### config.mk
export PLATFORM = sky130hd
export DESIGN_NAME = timer_cmp_scheduler
export DESIGN_NICKNAME = d
export VERILOG_FILES = /design/src/rtl/timer_sched_pkg.sv /design/src/rtl/timer_cmp_channel.sv /design/src/rtl/timer_cmp_scheduler.sv
export SDC_FILE = /design/constraint.sdc
export NUM_CORES = 1
export LEC_CHECK = 0
export CORE_ASPECT_RATIO = 0.5
export CORE_MARGIN = 2
export CORE_UTILIZATION = 40
export DETAILED_ROUTE_END_ITERATION = 10
export HOLD_SLACK_MARGIN = 0.15
export PLACE_DENSITY = 0.59
export SYNTH_ARGS = -nofsm -noshare
export SYNTH_HDL_FRONTEND = slang
export SYNTH_SLANG_ARGS = --single-unit
### constraint.sdc
create_clock -name clock -period 3.4 [get_ports clock]
set_input_delay 1.02 -clock clock [delete_from_list [all_inputs] [get_ports clock]]
set_output_delay 1.02 -clock clock [all_outputs]
set_load 0.05 [all_outputs]
### src/rtl/timer_sched_pkg.sv
`default_nettype none
// ============================================================================
// Module      : timer_sched_pkg
// Description : Shared constants and types for the compare-channel scheduler:
//               slave register addresses, CTRL bit positions, channel limit
//               and the per-channel state enum.
// Revision    : 1.0 - initial release
// ============================================================================
package timer_sched_pkg;

  localparam int MAX_CH = 4;

  localparam logic [3:0] ADDR_CTRL     = 4'd0;
  localparam logic [3:0] ADDR_PEND     = 4'd1;
  localparam logic [3:0] ADDR_MASK     = 4'd2;
  localparam logic [3:0] ADDR_ARMED    = 4'd3;
  localparam int         ADDR_CMP_BASE = 4;

  localparam int CTRL_GEN_BIT    = 0;
  localparam int CTRL_DISARM_LSB = 16;

  typedef enum logic {
    CH_IDLE  = 1'b0,
    CH_ARMED = 1'b1
  } ch_state_e;

  // CMP_n lives at 4+2n, PER_n directly above it.
  function automatic logic [3:0] cmp_addr(input int n);
    return 4'(ADDR_CMP_BASE + 2 * n);
  endfunction

  function automatic logic [3:0] per_addr(input int n);
    return 4'(ADDR_CMP_BASE + 2 * n + 1);
  endfunction

endpackage : timer_sched_pkg
`default_nettype wire

### src/rtl/timer_cmp_channel.sv
`default_nettype none
// ============================================================================
// Module      : timer_cmp_channel
// Description : One compare channel: IDLE/ARMED state machine, CMP and PER
//               registers and the periodic reload adder.
// Ports       : clock, resetn   - clock, synchronous active-low reset
//               gen_i           - global enable (no fire while low)
//               cmp_we_i        - load CMP from wdata_i and arm
//               per_we_i        - load PER from wdata_i
//               disarm_i        - return to IDLE
//               wdata_i         - bus write data
//               count_i         - free-running timer count
//               fire_o          - combinational fire strobe (pend set next edge)
//               armed_o/cmp_o/per_o - state readback
// Revision    : 1.0 - initial release
// ============================================================================
module timer_cmp_channel
  import timer_sched_pkg::*;
(
  input  logic        clock,
  input  logic        resetn,
  input  logic        gen_i,
  input  logic        cmp_we_i,
  input  logic        per_we_i,
  input  logic        disarm_i,
  input  logic [31:0] wdata_i,
  input  logic [31:0] count_i,
  output logic        fire_o,
  output logic        armed_o,
  output logic [31:0] cmp_o,
  output logic [31:0] per_o
);

  ch_state_e   state_q, state_d;
  logic [31:0] cmp_q, cmp_d;
  logic [31:0] per_q, per_d;
  logic        match;

  always_comb begin
    state_d = state_q;
    cmp_d   = cmp_q;
    per_d   = per_q;

    match  = (state_q == CH_ARMED) && gen_i && (count_i == cmp_q);
    // A bus write to CMP in the match cycle takes precedence over the fire.
    fire_o = match && !cmp_we_i;

    if (per_we_i) begin
      per_d = wdata_i;
    end

    if (cmp_we_i) begin
      cmp_d   = wdata_i;
      state_d = CH_ARMED;
    end else begin
      if (fire_o) begin
        // Reload uses the PER value held at the fire; a PER write in the
        // same cycle takes effect on the following fire.
        if (per_q != 32'd0) begin
          cmp_d = cmp_q + per_q;
        end else begin
          state_d = CH_IDLE;
        end
      end
      if (disarm_i) begin
        state_d = CH_IDLE;
      end
    end
  end

  always_ff @(posedge clock) begin
    if (!resetn) begin
      state_q <= CH_IDLE;
      cmp_q   <= 32'd0;
      per_q   <= 32'd0;
    end else begin
      state_q <= state_d;
      cmp_q   <= cmp_d;
      per_q   <= per_d;
    end
  end

  assign armed_o = (state_q == CH_ARMED);
  assign cmp_o   = cmp_q;
  assign per_o   = per_q;

endmodule : timer_cmp_channel
`default_nettype wire

### src/rtl/timer_cmp_scheduler.sv
`default_nettype none
// ============================================================================
// Module      : timer_cmp_scheduler
// Description : Multi-channel compare scheduler on a simple memory-mapped
//               slave. Holds bus decode, CTRL/PEND/MASK, read mux and the
//               interrupt priority encoder; channels are timer_cmp_channel.
// Ports       : clock, resetn   - clock, synchronous active-low reset
//               address/writedata/write/read/chipselect - slave bus in
//               readdata/waitrequest - slave bus out (zero wait states)
//               count_in        - free-running timer count
//               irq/irq_id      - level interrupt and lowest pending channel
// Revision    : 1.0 - initial release
// ============================================================================
module timer_cmp_scheduler
  import timer_sched_pkg::*;
#(
  parameter int NUM_CH = 4
) (
  input  logic        clock,
  input  logic        resetn,
  input  logic [3:0]  address,
  input  logic [31:0] writedata,
  input  logic        write,
  input  logic        read,
  input  logic        chipselect,
  output logic [31:0] readdata,
  output logic        waitrequest,
  input  logic [31:0] count_in,
  output logic        irq,
  output logic [1:0]  irq_id
);

  logic              gen_q, gen_d;
  logic [NUM_CH-1:0] pend_q, pend_d;
  logic [NUM_CH-1:0] mask_q, mask_d;

  logic              wr_en;
  logic              rd_en;
  logic [NUM_CH-1:0] fire_vec;
  logic [NUM_CH-1:0] armed_vec;
  logic [NUM_CH-1:0] w1c_vec;
  logic [NUM_CH-1:0] active_vec;
  logic [31:0]       ch_cmp [NUM_CH];
  logic [31:0]       ch_per [NUM_CH];

  assign wr_en       = write && chipselect;
  assign rd_en       = read && chipselect;
  assign waitrequest = 1'b0;

  generate
    for (genvar n = 0; n < NUM_CH; n++) begin : g_ch
      timer_cmp_channel u_ch (
        .clock    (clock),
        .resetn   (resetn),
        .gen_i    (gen_q),
        .cmp_we_i (wr_en && (address == cmp_addr(n))),
        .per_we_i (wr_en && (address == per_addr(n))),
        .disarm_i (wr_en && (address == ADDR_CTRL) && writedata[CTRL_DISARM_LSB + n]),
        .wdata_i  (writedata),
        .count_i  (count_in),
        .fire_o   (fire_vec[n]),
        .armed_o  (armed_vec[n]),
        .cmp_o    (ch_cmp[n]),
        .per_o    (ch_per[n])
      );
    end
  endgenerate

  // Control/status register updates. A fire sets PEND over a coincident
  // write-1-to-clear so no event is lost.
  always_comb begin
    gen_d   = gen_q;
    mask_d  = mask_q;
    w1c_vec = '0;
    if (wr_en && (address == ADDR_CTRL)) begin
      gen_d = writedata[CTRL_GEN_BIT];
    end
    if (wr_en && (address == ADDR_MASK)) begin
      mask_d = writedata[NUM_CH-1:0];
    end
    if (wr_en && (address == ADDR_PEND)) begin
      w1c_vec = writedata[NUM_CH-1:0];
    end
    pend_d = (pend_q & ~w1c_vec) | fire_vec;
  end

  always_ff @(posedge clock) begin
    if (!resetn) begin
      gen_q  <= 1'b0;
      pend_q <= '0;
      mask_q <= '0;
    end else begin
      gen_q  <= gen_d;
      pend_q <= pend_d;
      mask_q <= mask_d;
    end
  end

  // Combinational read mux; disarm bits of CTRL are strobes and read 0.
  always_comb begin
    readdata = 32'd0;
    if (rd_en) begin
      case (address)
        ADDR_CTRL:  readdata[CTRL_GEN_BIT] = gen_q;
        ADDR_PEND:  readdata[NUM_CH-1:0]   = pend_q;
        ADDR_MASK:  readdata[NUM_CH-1:0]   = mask_q;
        ADDR_ARMED: readdata[NUM_CH-1:0]   = armed_vec;
        default: begin
          for (int n = 0; n < NUM_CH; n++) begin
            if (address == cmp_addr(n)) readdata = ch_cmp[n];
            if (address == per_addr(n)) readdata = ch_per[n];
          end
        end
      endcase
    end
  end

  // Interrupt outputs come from registered state only.
  assign active_vec = pend_q & mask_q;
  assign irq        = gen_q && (|active_vec);

  always_comb begin
    irq_id = 2'd0;
    for (int n = NUM_CH - 1; n >= 0; n--) begin
      if (active_vec[n]) irq_id = 2'(n);
    end
  end

endmodule : timer_cmp_scheduler
`default_nettype wire

### Yosys cells after proc, flatten, opt, wreduce, memory -nomap -nowiden

Cells that the tools add are included.
W data, S select, Z words.

* output and inout port bits: 36
* register bits after elaboration: 269

* reduce and logical (&&, ||, !) cells: 61
* $add $sub $neg: 4
* eq/ne operators: 19
* bitwise logic cells: 4
* mux-type cells: 45

Operators by type and width (count)
* $mux W32: 21
* $add A32 B32 Y32: 4
* $eq A32 B32 Y1: 4
* $reduce_bool A32 Y1: 4
* $logic_and A1 B1 Y1: 30
* $mux W28: 1
* $eq A4 B3 Y1 const B: 4
* $eq A4 B4 Y1 const B: 4
* $mux W1: 16
* $reduce_and A2 Y1: 8
* $reduce_bool A2 Y1: 8
* $ne A3 B1 Y1 const B: 4
* $pmux W3 S4: 1
* $reduce_bool A3 Y1: 4
* $and A4 B4 Y4: 2
* $eq A4 B2 Y1 const B: 2
* $mux W2: 4
* $reduce_or A4 Y1: 2
* $eq A4 B1 Y1 const B: 1
* $logic_not A1 Y1: 4
* $logic_not A4 Y1: 1
* $mux W4: 1
* $not A4 Y4: 1
* $or A4 B4 Y4: 1
* $pmux W1 S4: 1

### Depth between registers and ports, before layout

* depth after elaboration: 11
* depth in mapped cells: 11
* mapped depth without buffers: 11

### By module

Synthesis repeated with hierarchy kept, for this count alone.

* cells, all modules: 2718
* area total of the unflattened synthesis: 22003.6 sq um

By module, submodules not included
* timer_cmp_channel at g_ch[2].u_ch ...: sequential area each 1301.2 sq um, instances 2, cells each 581, area each 4694.5 sq um
* timer_cmp_channel at g_ch[1].u_ch: sequential area each 1301.2 sq um, instances 1, cells each 572, area each 4814.6 sq um
* timer_cmp_channel at g_ch[0].u_ch: sequential area each 1301.2 sq um, instances 1, cells each 580, area each 4720.8 sq um
* timer_cmp_scheduler: sequential area each 180.2 sq um, instances 1, cells each 404, area each 3079.2 sq um

### Worst setup path before layout

No wires, ideal clock.

* path kind: input port to output port
* from: in address[0]
* to: out readdata[17]
* arrival: 3.232 ns
* path slack: -0.852 ns
* required time: 2.380 ns
* path buffers: 3
* cell stages on the path: 7
* cell sequence: clkbuf_1 > nand2_1 > nor2_1 > clkbuf_1 > buf_1 > a22oi_1 > a41oi_1

* word-level cells in the longest chain between the ends: 11

RTL lines
* from (decl): line timer_cmp_scheduler.sv:21 `input logic [3:0] address,`
* $eq A4 B3 Y1: line timer_cmp_scheduler.sv:110 `if (address == cmp_addr(n)) readdata = ch_cmp[n];`
* $mux W32: line timer_cmp_scheduler.sv:110
* $mux W32: line timer_cmp_scheduler.sv:111 `if (address == per_addr(n)) readdata = ch_per[n];`
* $mux W32: line timer_cmp_scheduler.sv:110
* $mux W32: line timer_cmp_scheduler.sv:111
* $mux W32: line timer_cmp_scheduler.sv:110
* $mux W32: line timer_cmp_scheduler.sv:111
* $mux W32: line timer_cmp_scheduler.sv:110
* $mux W32: line timer_cmp_scheduler.sv:111
* $mux W28 (*): line timer_cmp_scheduler.sv:103 `case (address)`
* $mux W32 (*): line timer_cmp_scheduler.sv:102 `if (rd_en) begin`
* to (decl): line timer_cmp_scheduler.sv:26 `output logic [31:0] readdata,`

Mark *: on every way between the ends. The rest lies on a longest branch, timed or not.

### Worst setup path in the final report

* from: in address[3]
* to: out readdata[24]

Same word-level chain as after synthesis.

==> flow_metrics.env <==
export IMPL_status="finished, violations left"
export IMPL_violations="negative setup slack"
export IMPL_synth_seq_area_share_pct=26.0
export IMPL_hold_end="g_ch[1].u_ch.per_o[27]$_SDFFE_PN0P_"
export IMPL_drt_iter0_drc=3291
export IMPL_fin_nets=3275
export IMPL_io_pins=109
export IMPL_grt_max_degree=60
export IMPL_reg2reg_slack_ns=0.15
export IMPL_wl_per_cell_um=27.7
export IMPL_ant_nets=0
export IMPL_netlist_instances=2749
export IMPL_grt_pass1_wl_mm=148
export IMPL_setup_viol=26
export IMPL_clockBufferDepth=3
export IMPL_skew_ns=0.0416
export IMPL_path_max_fanout=7
export IMPL_period_minus_slack_ns=3.51
export IMPL_grt_pass1_vias=21423
export IMPL_drive_gt1_share_pct=20.1
export IMPL_cts_sinks=269
export IMPL_drc=0
export IMPL_wirelength_mm=105
export IMPL_period_share_pct=103
export IMPL_layout_setup_ws_ns=-0.113
export IMPL_hold_violations=0
export IMPL_fin_util_pct=54.7
export IMPL_setup_worst_path_start_class="primary input"
export IMPL_ys_flop_type="dfxtp_1"
export IMPL_synth_edff_count=0
export IMPL_ys_seq_elements=269
export IMPL_cts_htree_levels=1
export IMPL_start_util_pct=40.9
export IMPL_vdd_ir_drop_max_v=0.000312
export IMPL_worst_pin_slew_ns=0.908
export IMPL_die_x_um=326
export IMPL_synth_async_sr_flop_share_pct=0
export IMPL_netlist_area_sq_um=20700
export IMPL_cts_tree="done"
export IMPL_antenna_found_initial=4
export IMPL_r2r_cells=10
export IMPL_cp_arrival_ns=2.49
export IMPL_crit_type="primary input to output port"
export IMPL_leakage_nw=10.6
export IMPL_layout_common_cells="nand2_1 (407), a21oi_1 (318), buf_4 (312), dfxtp_1 (269), nor2_1 (197)"
export IMPL_cp_common_cell="buf_12"
export IMPL_stdcell_count=3783
export IMPL_avgViaCountPerCell=6.27
export IMPL_gp_congestion=1.08
export IMPL_drv_cap=0
export IMPL_yosysWarnings=0
export IMPL_grt_total_usage_pct=37.7
export IMPL_cp_slowest_cell="a41oi_4"
export IMPL_hp_class="flop to flop"
export IMPL_report_final_slew_viol_count=0
export IMPL_critPathCaptureType="output port"
export IMPL_rr_startpoint="g_ch[3].u_ch.per_o[21]$_SDFFE_PN0P_"
export IMPL_clkSlewWorstSetupHoldPaths_ns=0.07
export IMPL_worstPathRequired_ns=2.38
export IMPL_hold_start="g_ch[1].u_ch.per_o[27]$_SDFFE_PN0P_"
export IMPL_ctsHoldBuffers=0
export IMPL_clk_latency_ns=0.60
export IMPL_rows=58
export IMPL_vias=23713
export IMPL_synth_cell_type_count=76
export IMPL_drt_first_pass_iters=5
export IMPL_fp_dieH_um=165
export IMPL_rsz0062_at_grt="yes"
export IMPL_num_fill_cells=4768
export IMPL_root_buffer="clkbuf_16"
export IMPL_path_cells="buf_8 > nand2b_4 > nor3_4 > buf_12 > buf_12 > buf_8 > a22oi_2 > a41oi_4 > buf_12"
export IMPL_place_hpwl_mm=83.8
export IMPL_port_buffers=107
export IMPL_layout_commonest_cell="nand2_1"
export IMPL_worstReg2RegEnd="g_ch[3].u_ch.cmp_o[26]$_SDFFE_PN0P_"
export IMPL_placed_cells=3712
export IMPL_area_delta_synth_final_pct=33.8
export IMPL_slew_headroom_pct=39.3
export IMPL_max_freq_mhz=285
export IMPL_syn_avg_cell_area_sq_um=7.54
export IMPL_power_density_nw_per_um2=270
export IMPL_min_path_cells=2
export IMPL_core_area_sq_um=50700
export IMPL_overflow=0
export IMPL_dieArea_sq_um=53800
export IMPL_synth_nets=2950
export IMPL_cts_made_buffers=28
export IMPL_slowest_delay_ns=0.26
## registers in the layout (all words and copies together), names as in the netlist
name               cells
g_ch.u_ch.cmp_o      128
g_ch.u_ch.per_o      128
g_ch.u_ch.armed_o      4
mask_q                 4
pend_q                 4
gen_q                  1
## cells in the mapped netlist (all sizes together) (17+ instances only)
cell	count	area [sq um]
nand2	412	1550
a21oi	327	1640
dfxtp	269	5390
nor2	205	769
clkbuf	152	582
a22oi	128	961
ha	124	1550
xor2	117	1020
o21ai	114	574
xnor2	93	815
mux2i	83	831
a211oi	74	556
nor4	69	432
a21o	59	443
nand3	45	225
nor3	43	215
nand4	38	238
a41oi	30	270
inv	28	105
a31oi	24	150
nand2b	23	144
o211ai	22	165
buf	20	98.8
o21a	20	150
o21bai	20	150
and3	17	106
## layout make-up
| cell class | instances | area (sq um) | share of cell area (%) |
|---|---|---|---|
| Antenna cell | 1 | 2.50 | 0.00902 |
| Clock buffer | 36 | 771 | 2.78 |
| Clock inverter | 12 | 156 | 0.564 |
| Inverter | 28 | 110 | 0.397 |
| Multi-Input combinational cell | 2280 | 15800 | 56.9 |
| Sequential cell | 269 | 5390 | 19.4 |
| Tap cell | 690 | 863 | 3.11 |
| Timing Repair Buffer | 467 | 4670 | 16.8 |
## power by group
| group | switching (W) | internal, W | total [W] |
|---|---|---|---|
| Combinational | 0.000626 | 0.000372 | 0.000999 |
| Clock | 0.00144 | 0.00182 | 0.00327 |
| Sequential | 0.0000521 | 0.00318 | 0.00323 |
| Total | 0.00212 | 0.00538 | 0.00750 |
## per-stage QoR
stage	instance area [sq um]	setup slack [ns]	hold slack, ns	TNS, ns	power (W)
finish	27700	-0.113	0.521	-1.13	0.00750
global route	27700	-0.128	0.543	-2.05	0.00766
CTS	27600	-0.135	0.509	-1.58	0.00745
detailed placement	25900	-0.629	0.496	-58.89	0.00419
global placement	25900	-0.614	0.493	-60.81	0.00420
floorplan	21400	-0.00881	0.458	-0.0651	0.00367
## layer usage
metal	track usage (%)	wire, um
met1	57.3	48500
met2	48.5	37600
met3	14.6	16300
met4	7.44	2260
met5	0	28
## worst max path at each step
stage	slack, ns	start	end	depth (start not counted)
2_1_floorplan	-0.009	address[0]	readdata[13]	6
3_3_place_gp	-0.61	address[3]	readdata[17]	8
3_5_place_dp	-0.63	address[3]	readdata[17]	8
4_1_cts	-0.13	address[3]	readdata[24]	10
5_1_grt	-0.13	address[3]	readdata[24]	9
6_report	-0.11	address[3]	readdata[24]	9
## cells by family (layout without fill, tap and decap cells)
family,count (synthesis),count (layout),share of synthesized area (%)
other,1,2,0.0181
DFF,269,269,26.0
adders and majority gates,128,128,7.87
AOI/OAI and AO/OA,907,907,28.1
and+or+nand+nor,943,943,20.9
buffers and inverters,200,543,3.79
muxes,91,91,4.49
xor gates and xnor gates,210,210,8.87
## timing repair
| action | in CTS | in global routing |
|---|---|---|
| setup buffers | 15 | 6 |
| gates cloned | 7 | 0 |
| endpoints found under the hold margin | 0 | 0 |
| gates resized for setup | 128 | 44 |
| pin swaps | 36 | 14 |
| endpoints found under the setup margin | 33 | 47 |
## worst max-delay path: cells and delay by family
family,cells,cell delay [ns]
AOI/OAI and AO/OA,2,0.37
buffers and inverters,5,0.69
and+or+nand+nor,2,0.40
Power figures use the tool's default switching activity.
